## config.mk

```make
export PLATFORM = sky130hd
export DESIGN_NAME = syncer_bus_filt
export DESIGN_NICKNAME = d
export VERILOG_FILES = /design/src/rtl/syncer_pkg.sv /design/src/rtl/syncer_bus_filt_ch.sv /design/src/rtl/syncer_bus_filt.sv
export SDC_FILE = /design/constraint.sdc
export NUM_CORES = 1
export LEC_CHECK = 0
export CORE_ASPECT_RATIO = 0.7
export CORE_UTILIZATION = 45
export CTS_CLUSTER_DIAMETER = 60
export DETAILED_ROUTE_END_ITERATION = 8
export HOLD_SLACK_MARGIN = 0.03
export PLACE_DENSITY = 0.7
export SLEW_MARGIN = 30
export SYNTH_ARGS = -nofsm -noshare
export SYNTH_HDL_FRONTEND = slang
export SYNTH_SLANG_ARGS = --single-unit
```

## constraint.sdc

```tcl
create_clock -name clk -period 1.8 [get_ports clk]
set_input_delay 0.36 -clock clk [delete_from_list [all_inputs] [get_ports clk]]
set_output_delay 0.36 -clock clk [all_outputs]
set_load 0.05 [all_outputs]
```

## src/rtl/syncer_pkg.sv

```systemverilog
// Shared defaults and width helpers for the syncer family.
// Optional glitch counting is enabled by SYNCER_BUS_GLITCH_CNT_EN.
package syncer_pkg;

  localparam int DEF_WIDTH       = 8;
  localparam int DEF_NUM_CH      = 1;
  localparam int DEF_SYNC_STAGES = 2;
  localparam int DEF_STABLE_CNT  = 4;
  localparam int DEF_GLITCH_W    = 8;

  // cnt only has to reach STABLE_CNT-1
  function automatic int cnt_width(input int stable_cnt);
    return (stable_cnt <= 2) ? 1 : $clog2(stable_cnt);
  endfunction

  // prime counter runs 0..SYNC_STAGES+1 and then holds
  function automatic int prime_width(input int sync_stages);
    return $clog2(sync_stages + 2);
  endfunction

endpackage

```

## src/rtl/syncer_bus_filt_ch.sv

```systemverilog
// One channel: sync chain, stability qualifier, output register.
// Glitch counter present only with SYNCER_BUS_GLITCH_CNT_EN.
module syncer_bus_filt_ch
  import syncer_pkg::*;
#(
  parameter int WIDTH       = DEF_WIDTH,
  parameter int SYNC_STAGES = DEF_SYNC_STAGES,
  parameter int STABLE_CNT  = DEF_STABLE_CNT
`ifdef SYNCER_BUS_GLITCH_CNT_EN
  ,
  parameter int GLITCH_W    = DEF_GLITCH_W
`endif
) (
  input  logic             clk,
  input  logic             reset,
  input  logic             priming,
  input  logic [WIDTH-1:0] din,
  output logic [WIDTH-1:0] dout,
  output logic             ready,
  output logic             upd
`ifdef SYNCER_BUS_GLITCH_CNT_EN
  ,
  input  logic                glitch_clr,
  output logic [GLITCH_W-1:0] glitch_cnt
`endif
);

  localparam int CW = cnt_width(STABLE_CNT);
  localparam logic [CW-1:0] CNT_TOP = CW'(STABLE_CNT - 1);

  logic [WIDTH-1:0] sync_q [SYNC_STAGES];
  logic [WIDTH-1:0] sync_d [SYNC_STAGES];
  logic [WIDTH-1:0] cand_q, cand_d;
  logic [WIDTH-1:0] out_q, out_d;
  logic [CW-1:0]    cnt_q, cnt_d;
  logic             rdy_q, rdy_d;
  logic             upd_q, upd_d;
  logic [WIDTH-1:0] s;
  logic             mism;

  always_comb begin
    sync_d[0] = din;
    for (int k = 1; k < SYNC_STAGES; k++) begin
      sync_d[k] = sync_q[k-1];
    end
    s      = sync_q[SYNC_STAGES-1];
    mism   = priming || (s != cand_q);
    cand_d = cand_q;
    cnt_d  = cnt_q;
    out_d  = out_q;
    rdy_d  = rdy_q;
    upd_d  = 1'b0;
    if (mism) begin
      cand_d = s;
      cnt_d  = '0;
    end else if (cnt_q != CNT_TOP) begin
      cnt_d = cnt_q + 1'b1;
    end else if (!rdy_q || (cand_q != out_q)) begin
      out_d = cand_q;
      rdy_d = 1'b1;
      upd_d = 1'b1;
    end
  end

  always_ff @(posedge clk or posedge reset) begin
    if (reset) begin
      sync_q <= '{default: '0};
      cand_q <= '0;
      cnt_q  <= '0;
      out_q  <= '0;
      rdy_q  <= 1'b0;
      upd_q  <= 1'b0;
    end else begin
      sync_q <= sync_d;
      cand_q <= cand_d;
      cnt_q  <= cnt_d;
      out_q  <= out_d;
      rdy_q  <= rdy_d;
      upd_q  <= upd_d;
    end
  end

  assign dout  = out_q;
  assign ready = rdy_q;
  assign upd   = upd_q;

`ifdef SYNCER_BUS_GLITCH_CNT_EN
  localparam logic [GLITCH_W-1:0] GMAX = '1;

  logic [GLITCH_W-1:0] gcnt_q, gcnt_d;
  logic                glitch;

  // a pending value abandoned before it could qualify
  always_comb begin
    glitch = !priming && (s != cand_q) && rdy_q && (cand_q != out_q);
    gcnt_d = gcnt_q;
    if (glitch_clr) begin
      gcnt_d = '0;
    end else if (glitch && (gcnt_q != GMAX)) begin
      gcnt_d = gcnt_q + 1'b1;
    end
  end

  always_ff @(posedge clk or posedge reset) begin
    if (reset) begin
      gcnt_q <= '0;
    end else begin
      gcnt_q <= gcnt_d;
    end
  end

  assign glitch_cnt = gcnt_q;
`endif

endmodule

```

## src/rtl/syncer_bus_filt.sv

```systemverilog
// Multi-channel bus synchronizer with stability qualification.
// Define SYNCER_BUS_GLITCH_CNT_EN for per-channel glitch counters.
module syncer_bus_filt
  import syncer_pkg::*;
#(
  parameter int WIDTH       = DEF_WIDTH,
  parameter int NUM_CH      = DEF_NUM_CH,
  parameter int SYNC_STAGES = DEF_SYNC_STAGES,
  parameter int STABLE_CNT  = DEF_STABLE_CNT,
  parameter int GLITCH_W    = DEF_GLITCH_W
) (
  input  logic                    clk,
  input  logic                    reset,
  input  logic [NUM_CH*WIDTH-1:0] busin,
  output logic [NUM_CH*WIDTH-1:0] busout,
  output logic [NUM_CH-1:0]       ready,
  output logic [NUM_CH-1:0]       upd
`ifdef SYNCER_BUS_GLITCH_CNT_EN
  ,
  input  logic                       glitch_clr,
  output logic [NUM_CH*GLITCH_W-1:0] glitch_cnt
`endif
);

  if (SYNC_STAGES < 2 || STABLE_CNT < 1 || GLITCH_W < 1) begin : g_bad_cfg
    $error("syncer_bus_filt: illegal parameter value");
  end

  localparam int PW = prime_width(SYNC_STAGES);
  localparam logic [PW-1:0] PRIME_END = PW'(SYNC_STAGES + 1);

  logic [PW-1:0] prime_q, prime_d;
  logic          priming;

  // keeps stale reset zeros in the chains from ever qualifying
  always_comb begin
    priming = (prime_q != PRIME_END);
    prime_d = priming ? prime_q + 1'b1 : prime_q;
  end

  always_ff @(posedge clk or posedge reset) begin
    if (reset) begin
      prime_q <= '0;
    end else begin
      prime_q <= prime_d;
    end
  end

  for (genvar ch = 0; ch < NUM_CH; ch++) begin : g_ch
    syncer_bus_filt_ch #(
      .WIDTH      (WIDTH),
      .SYNC_STAGES(SYNC_STAGES),
      .STABLE_CNT (STABLE_CNT)
`ifdef SYNCER_BUS_GLITCH_CNT_EN
      ,
      .GLITCH_W   (GLITCH_W)
`endif
    ) u_ch (
      .clk       (clk),
      .reset     (reset),
      .priming   (priming),
      .din       (busin[ch*WIDTH +: WIDTH]),
      .dout      (busout[ch*WIDTH +: WIDTH]),
      .ready     (ready[ch]),
      .upd       (upd[ch])
`ifdef SYNCER_BUS_GLITCH_CNT_EN
      ,
      .glitch_clr(glitch_clr),
      .glitch_cnt(glitch_cnt[ch*GLITCH_W +: GLITCH_W])
`endif
    );
  end

endmodule

```

# After elaboration in Yosys (flattened, before gate mapping)
# Index checks and enable logic that the tools add are counted.
[word_totals] out_inout_bits=10 inputBits=10 reg_bits=38 elab_cells=26
[op_classes] muxes=5 bitwise=2 addsub=2 reduce_logical=5 eq_ne=4
[op_table] operator="!= test 8 bit" n=2
[op_table] operator="adder 2 x 1 -> 2 bit, second input constant" n=2
[op_table] operator="two-way mux 2 bit" n=2
[op_table] operator="!= test 2 bit, second input constant" n=2
[op_table] operator="two-way mux 1 bit" n=3
[op_table] operator="AND reduction 3 bit" n=1
[op_table] operator="logical OR 1 bit" n=2
[op_table] operator="NOT 1 bit" n=2
[op_table] operator="nonzero test 2 bit" n=1
[op_table] operator="zero test 1 bit" n=1

# Longest topological paths before layout
# Gate-level depths: netlist of run 1.
[logic_depth] ltp_word=5 ltp_mapped=5 mapped_depth_nobuf=5

# By module
# A second synthesis of run 1 with hierarchy kept.
[hier_totals] cells_unflattened=103 hier_area_um2=1436.4
[by_module_without_submodules] module="syncer_bus_filt_ch" cells_per_inst=96 n_inst=1 area_per_inst_um2=1342.5
[by_module_without_submodules] module="syncer_bus_filt" cells_per_inst=7 n_inst=1 area_per_inst_um2=93.8

# Worst setup path after synthesis of run 1
# OpenSTA, ideal clock, no wires.
[synth_path] path_kind="register to register" startpoint="register g_ch[0].u_ch.out_q[4]" endpoint="register g_ch[0].u_ch.out_q[1]" path_stages_with_launch=5 arrival_ps=1720 required_time_ps=1675 setup_ps=125 setup_slack_ps=-44 path_buffers=0 path_cell_list="dfrtp_1 xnor2_1 nand3_1 o311ai_4 mux2_2"
[synth_via] elab_chain_len=3
[synth_rtl] item="from (decl)" line_no="syncer_bus_filt_ch.sv:34" rtl="logic [WIDTH-1:0] out_q, out_d;"
[synth_rtl] item="from (signal assigned)" line_no="syncer_bus_filt_ch.sv:77" rtl="out_q <= out_d;"
[synth_rtl] item="!= test 8 bit" line_no="syncer_bus_filt_ch.sv:58" rtl="end else if (!rdy_q || (cand_q != out_q)) begin"
[synth_rtl] item="logical OR 1 bit" line_no="syncer_bus_filt_ch.sv:58"
[synth_rtl] item="AND reduction 3 bit (no source line)"
# No other way between the ends.
# A chain may end at the register's enable or synchronous reset.

# Worst setup path after layout of run 1
[layout_path] startpoint="register g_ch[0].u_ch.sync_q, in the netlist g_ch[0].u_ch.s[1]" endpoint="register g_ch[0].u_ch.out_q[2]"
[layout_via] elab_chain_len=4
[layout_rtl] item="from (decl)" line_no="syncer_bus_filt_ch.sv:31" rtl="logic [WIDTH-1:0] sync_q [SYNC_STAGES];"
[layout_rtl] item="from (signal assigned)" line_no="syncer_bus_filt_ch.sv:74" rtl="sync_q <= sync_d;"
[layout_rtl] item="!= test 8 bit" line_no="syncer_bus_filt_ch.sv:47" rtl="mism = priming || (s != cand_q);"
[layout_rtl] item="logical OR 1 bit" line_no="syncer_bus_filt_ch.sv:47"
[layout_rtl] item="NOT 1 bit (no source line)"
[layout_rtl] item="AND reduction 3 bit (no source line)"
# No other way between the ends.

==> metrics.txt, run 1 <==
status=finished, final reports clean; core area=around 0.0029 mm2; setup violators final=0; count of different cell masters after synthesis=19; Clk pin slew, worst setup/hold paths=~0.070 ns; top cells by area, synth=dfrtp_1 (67%), xnor2_1 (8.7%), mux2_2 (7.2%), clkbuf_1 (2.4%), o311ai_4 (1.9%); initial core utilization=around half; largest net degree at the start of global routing=39; RD Place Congestion=0.712; number of global-route vias before repair=766; Avg Inst Size Synth=14.3 um2; WP data required=1.97 ns; Area Growth Syn to Fin=21.3%; worst r2r dst=g_ch[0].u_ch.dout[2]$_DFFE_PP0P_; unrepaired setup endpoints after global routing=yes; delay-heaviest family, CP=compound AO/OA/AOI/OAI gates; final core utilization=59.5%; Max Cap Viol=0; CTS root buf=clkbuf_8; port bufs=19; Detailed Route WL=~2.1 mm; Period Utilization, post-route=99.4%; DRC=0; met1 WL=972 um; Synth top area share=around 67%; initial antenna violation count=0; CP cell instances=nor2b_1, a221o_1, nor4_4, o311ai_4, mux2_2; CP Max Fanout=7; hpwl dp=1.44 mm; maximum VDD drop=0.000600 V; CTS sink count=38; worst-skew pair later-pin latency=a little under 0.3 ns; sequential-to-total area share from yosys stat=67.2%; Die Width=a little under 70 um; Final Max Tran Viols=0; syn_nets=around 110; mapped cell area=roughly 0.0014 mm2; Worst Tran Pin Value=0.454 ns; CP peak stage delay=0.39 ns; CP endpoint kind=flip-flop; worst path bufs/invs=0; H-tree levels=2; # hold bufs at CTS=0; arrival time worst endpoint=just under 2 ns; WHS Path Cells=0; DIE HEIGHT=48.9 um; Vias=755; Switch Pwr=342 uW; NumNets Final=130; Power Density=approximately 900 mW/mm2; YS warnings=0; Pwr Total=1570 uW; Reg power frac=57.3%; Vias per Instance=4.87; gr ovfl total=0; share of layout cells above drive strength 1=33.6%; Mapped Cells=99; Highest Signal Layer=met4; internal power=1230 uW; Setup Skew=just over 0.005 ns; ANT cells=0; crit path kind=flip-flop to flip-flop; Clock Path Buffers=2; Clock power frac=a little under two fifths; met3 wire len=98 um; slowest CP cell=dfrtp_1; minimum clock period=1.79 ns; worst hold path type=flip-flop to flip-flop; synthesized flop and latch total=38; Worst setup SP type=flip-flop; worst rel slew slack=69.7%; Comb power frac=approximately 5.2%; R2R cell count=5; clock tree from TritonCTS=yes; hold path endpoint=g_ch[0].u_ch.s[6]$_DFF_PP0_; Total Routing Usage GR=14.4%; Routed Antenna Nets=0; Die ar.=0.00338 mm2; hold path startpoint=g_ch[0].u_ch.sync_d[6]$_DFF_PP0_; met2 WL post-DR=about 940 um; Pleak=0.000756 uW; worst r2r src=g_ch[0].u_ch.s[1]$_DFF_PP0_; IO Count=20; Max Fclk=0.559 GHz; first-pass GRT wire length=between 3 and 4 mm; final hold violation count=0; TritonCTS Buffers=5; drt pass-1 iters=2; starting DRC count in detailed routing=11; Row Count=16; setup slack, reg-to-reg=between 0.01 and 0.015 ns; Sw Share=about 22%; area leader, netlist=dfrtp_1; WL/cell=13.2 um
worst max path at each step:
| stage | startpoint | endpoint | slack, ns | cells past startpoint |
|---|---|---|---|---|
| after floorplan | g_ch[0].u_ch.ready$_DFFE_PP0P_ | g_ch[0].u_ch.dout[1]$_DFFE_PP0P_ | 0.07 | 3 |
| after global placement | prime_q[0]$_DFFE_PP0P_ | g_ch[0].u_ch.dout[5]$_DFFE_PP0P_ | -0.02 | 5 |
| after detailed placement | prime_q[0]$_DFFE_PP0P_ | g_ch[0].u_ch.dout[2]$_DFFE_PP0P_ | -0.02 | 5 |
| after CTS | g_ch[0].u_ch.cand_q[7]$_DFFE_PP0P_ | g_ch[0].u_ch.dout[3]$_DFFE_PP0P_ | 0.004 | 5 |
| after global routing | g_ch[0].u_ch.cand_q[0]$_DFFE_PP0P_ | g_ch[0].u_ch.dout[2]$_DFFE_PP0P_ | -0.09 | 5 |
| final | g_ch[0].u_ch.s[1]$_DFF_PP0_ | g_ch[0].u_ch.dout[2]$_DFFE_PP0P_ | 0.01 | 5 |
cells in the mapped netlist:
cell type and n:
xor2_1 1, nor4_4 1, nor3_1 1, ha_1 2, xnor2_1 14, mux2i_1 1
o311ai_4 1, clkbuf_1 9, nand3_1 3, o2111ai_1 1, nor2_1 5, dfrtp_1 38
a221o_1 1, nand2_1 4, nand2b_1 3, nand4_1 1, mux2_2 9, nor2b_1 1
inv_1 3
power by group through the flow:
stage	combinational, uW	sequential [uW]	clock [uW]
final	81.1	900	591
after global routing	90.5	904	636
after CTS	81.3	901	611
after detailed placement	77.9	917	0
after global placement	77.0	915	0
after floorplan	53.0	912	0
worst register-to-register path, stage by stage, from the launching register on:
cell and delay, ns:
dfrtp_1 0.39, nor2b_1 0.13, a221o_1 0.31, nor4_4 0.29
o311ai_4 0.22, mux2_2 0.32
timing repair:
item	CTS	global route
resized for setup	0	1
endpoints found under the hold margin	0	0
pin swaps	2	0
setup endpoints to repair	7	8
setup buffers	1	0
kinds of logic (layout without fill, tap and decap cells):
group / count (synthesis) / after routing / synth area share, %
flops: 38 / 38 / 67.2
simple gates: 19 / 19 / 7.52
xor+xnor: 15 / 15 / 9.28
buf+inv: 12 / 32 / 3.18
mux: 10 / 10 / 7.87
compound gates: 3 / 3 / 3.18
fa+ha+maj: 2 / 2 / 1.77
area by class of cell:
type	count	area (um2)
Clock buffer	6	82.6
Clock inverter	2	12.5
Fill cell	242	1170
Inverter	3	11.3
Multi-Input combinational cell	49	424
Sequential cell	38	961
Tap cell	36	45.0
Timing Repair Buffer	21	180
routing by layer:
layer	vias to the layer above	GRT usage [%]
li1	355	-
met1	380	18.5
met2	16	20.7
met3	4	5.37
met4	0	9.18
met5	-	0
per-stage QoR:
stage	instance area [um2]	hold WS, ns	cells	setup WS (ns)	setup TNS [ns]
2_1_floorplan	1430	0.331	99	0.0682	0
3_3_place_gp	1610	0.332	146	-0.0184	-0.121
3_5_place_dp	1610	0.336	146	-0.0243	-0.147
4_1_cts	1710	0.354	155	0.00382	0
5_1_grt	1720	0.361	155	-0.0939	-0.575
6_report	1720	0.350	155	0.0116	0
layout by cell type (no fill, tap or decap), types with 4 or more instances in the layout:
master           count
dfrtp_2              8
clkbuf_8             6
clkdlybuf4s50_1      9
xnor2_1             14
buf_4               12
dfrtp_1             30
nor2_1               5
nand2_1              4
mux2_2               9
registers in the layout, summed over array words and instances, names as in the netlist:
register	flops
g_ch.u_ch.sync_d	8
g_ch.u_ch.upd	1
prime_q	2
g_ch.u_ch.ready	1
g_ch.u_ch.dout	8
g_ch.u_ch.cand_q	8
g_ch.u_ch.cnt_q	2
g_ch.u_ch.s	8
Note: power is estimated with default switching activity, not from simulation.
==> run 2, diff against run 1 <==
--- a/config.mk
+++ b/config.mk
@@ -7,7 +7,6 @@
 export LEC_CHECK = 0
 export CORE_ASPECT_RATIO = 0.7
 export CORE_UTILIZATION = 45
-export CTS_CLUSTER_DIAMETER = 60
 export DETAILED_ROUTE_END_ITERATION = 8
 export HOLD_SLACK_MARGIN = 0.03
 export PLACE_DENSITY = 0.7
==> results of run 2 <==
Final layout, timing and power as in run 1 (identical DEF).
==> run 3, diff against run 2 <==
--- a/config.mk
+++ b/config.mk
@@ -6,10 +6,9 @@
 export NUM_CORES = 1
 export LEC_CHECK = 0
 export CORE_ASPECT_RATIO = 0.7
-export CORE_UTILIZATION = 45
+export CORE_UTILIZATION = 30
 export DETAILED_ROUTE_END_ITERATION = 8
 export HOLD_SLACK_MARGIN = 0.03
-export PLACE_DENSITY = 0.7
 export SLEW_MARGIN = 30
 export SYNTH_ARGS = -nofsm -noshare
 export SYNTH_HDL_FRONTEND = slang
==> constraint.sdc (replaced) <==
create_clock -name clk -period 1.8 [get_ports clk]
set_input_delay 0.36 -clock clk [delete_from_list [all_inputs] [get_ports clk]]
set_output_delay 0.36 -clock clk [all_outputs]
set_load 0.02 [all_outputs]
==> run 3 against run 2 <==
Compared with the run above: final cell count grew 13%; clock power is 2% higher; clock skew fell by 0.0024 ns; critical path depth unchanged; sequential cell count did not move; routed wire length increased by 3.0%; cell area up 3.6%.
==> metrics.txt, run 3 (synthesis results as in run 1) <==
status=finished, final reports clean; Worst setup SP type=flip-flop; Vias per Instance=4.19; final hold violation count=0; H-tree levels=2; initial antenna violation count=0; Routed Antenna Nets=0; final worst-path setup slack=roughly 0.017 ns; Max Fclk=between 0.5 and 0.6 GHz; pre-CTS worst setup slack=-0.0436 ns; crit path kind=flip-flop to flip-flop; WHS Path Cells=0; worst rel slew slack=69.2%; worst-skew pair later-pin latency=0.29 ns; placed instance area=0.00165 mm2; number of global-route vias before repair=788; Die ar.=0.00500 mm2; final instance area=0.00178 mm2; Worst Tran Pin Value=0.462 ns; gr ovfl total=0; Pleak=0.000764 uW; CP endpoint kind=flip-flop; largest net degree at the start of global routing=39; unrepaired setup endpoints after global routing=yes; first-pass GRT wire length=3.59 mm; CTS sink count=38; maximum VDD drop=0.000504 V; commonest non-fill, non-tap cell in the layout=dfrtp_1; WL/cell=12.1 um; Row Count=20; core area=between 0.004 and 0.005 mm2; port bufs=19; Clock Path Buffers=2; clock tree from TritonCTS=yes; Die Width=84.1 um; TritonCTS Buffers=5; share of layout cells above drive strength 1=a little over a fifth; Total Routing Usage GR=10.1%; Clk pin slew, worst setup/hold paths=around 0.07 ns; Pwr Total=between 1500 and 2000 uW; Final Max Tran Viols=0; commonest non-fill, non-tap cells in the layout=dfrtp_1 (38), clkdlybuf4s50_1 (19), xnor2_1 (12), mux2_2 (9), clkbuf_8 (6); Vias=734; Detailed Route WL=2.11 mm; hpwl dp=1.55 mm; minimum clock period=1.78 ns; ANT cells=0; R2R cell count=5; # hold bufs at CTS=0; drt pass-1 iters=3; Power Density=893 mW/mm2; WP data required=roughly 2.0 ns; arrival time worst endpoint=~2.0 ns; worst hold path type=flip-flop to flip-flop; NumNets Final=131; starting DRC count in detailed routing=26; IO Count=20; Setup Skew=0.00268 ns; CP Max Fanout=7; Area Growth Syn to Fin=25.6%; RD Place Congestion=0.718; DIE HEIGHT=59.5 um; setup violators final=0; Period Utilization, post-route=99.0%; initial core utilization=31.9%; Placed Cells=165; DRC=0; CTS root buf=clkbuf_8; Max Cap Viol=0; fin cells=175
run 3: layout make-up:
class                   instances  area (um2)
clock inverters                 2        12.5
well taps                      55        68.8
multi-input cells              49         439
repair buffers                 22         213
inverters                       3        11.3
flip-flops and latches         38         951
fillers                       399        2650
clock buffers                   6        82.6
run 3: timing repair:
action,CTS,global route
pin swaps,3,1
resized for setup,0,3
setup buffers,1,1
endpoints found under the setup margin,7,8
run 3: final timing paths:
kind / start / endpoint / slack, ns
max in group asynchronous: reset / prime_q[0]$_DFFE_PP0P_ / 1.00
min reg2reg: g_ch[0].u_ch.sync_d[2]$_DFF_PP0_ / g_ch[0].u_ch.s[2]$_DFF_PP0_ / 0.35
min: g_ch[0].u_ch.sync_d[2]$_DFF_PP0_ / g_ch[0].u_ch.s[2]$_DFF_PP0_ / 0.35
min in group asynchronous: reset / g_ch[0].u_ch.sync_d[4]$_DFF_PP0_ / 0.47
max reg2reg: g_ch[0].u_ch.s[1]$_DFF_PP0_ / g_ch[0].u_ch.dout[7]$_DFFE_PP0P_ / 0.02
max: g_ch[0].u_ch.s[1]$_DFF_PP0_ / g_ch[0].u_ch.dout[7]$_DFFE_PP0P_ / 0.02
run 3: per-stage QoR:
stage | setup TNS (ns) | hold slack, ns | utilization (%)
3_3_place_gp | -0.0666 | 0.333 | 37.2
5_1_grt | -0.357 | 0.362 | 40.1
6_report | 0 | 0.349 | 40.1
3_5_place_dp | -0.269 | 0.335 | 37.2
2_1_floorplan | 0 | 0.331 | -
4_1_cts | 0 | 0.351 | 39.5
run 3: power by group:
part           internal, uW  switching (uW)  total (uW)
logic                  46.2            39.5        85.7
registers               881            19.9         901
clock network           307             294         602
run 3: layer usage:
metal  track usage (%)  part of all wire (%)  wire [um]  vias up
li1                  -                     -          -      356
met1              11.5                    45        958      358
met2              15.8                    49       1030       15
met3              5.71                   4.6         97        5
met4              4.43                   1.5         31        0
met5                 0                     0          0        -
run 3: critical path, cell delays in order, from the launching register on:
cell      delay, ns
dfrtp_1        0.39
nor2b_1        0.13
a221o_1        0.32
nor4_4         0.29
o311ai_4       0.22
mux2_2         0.32
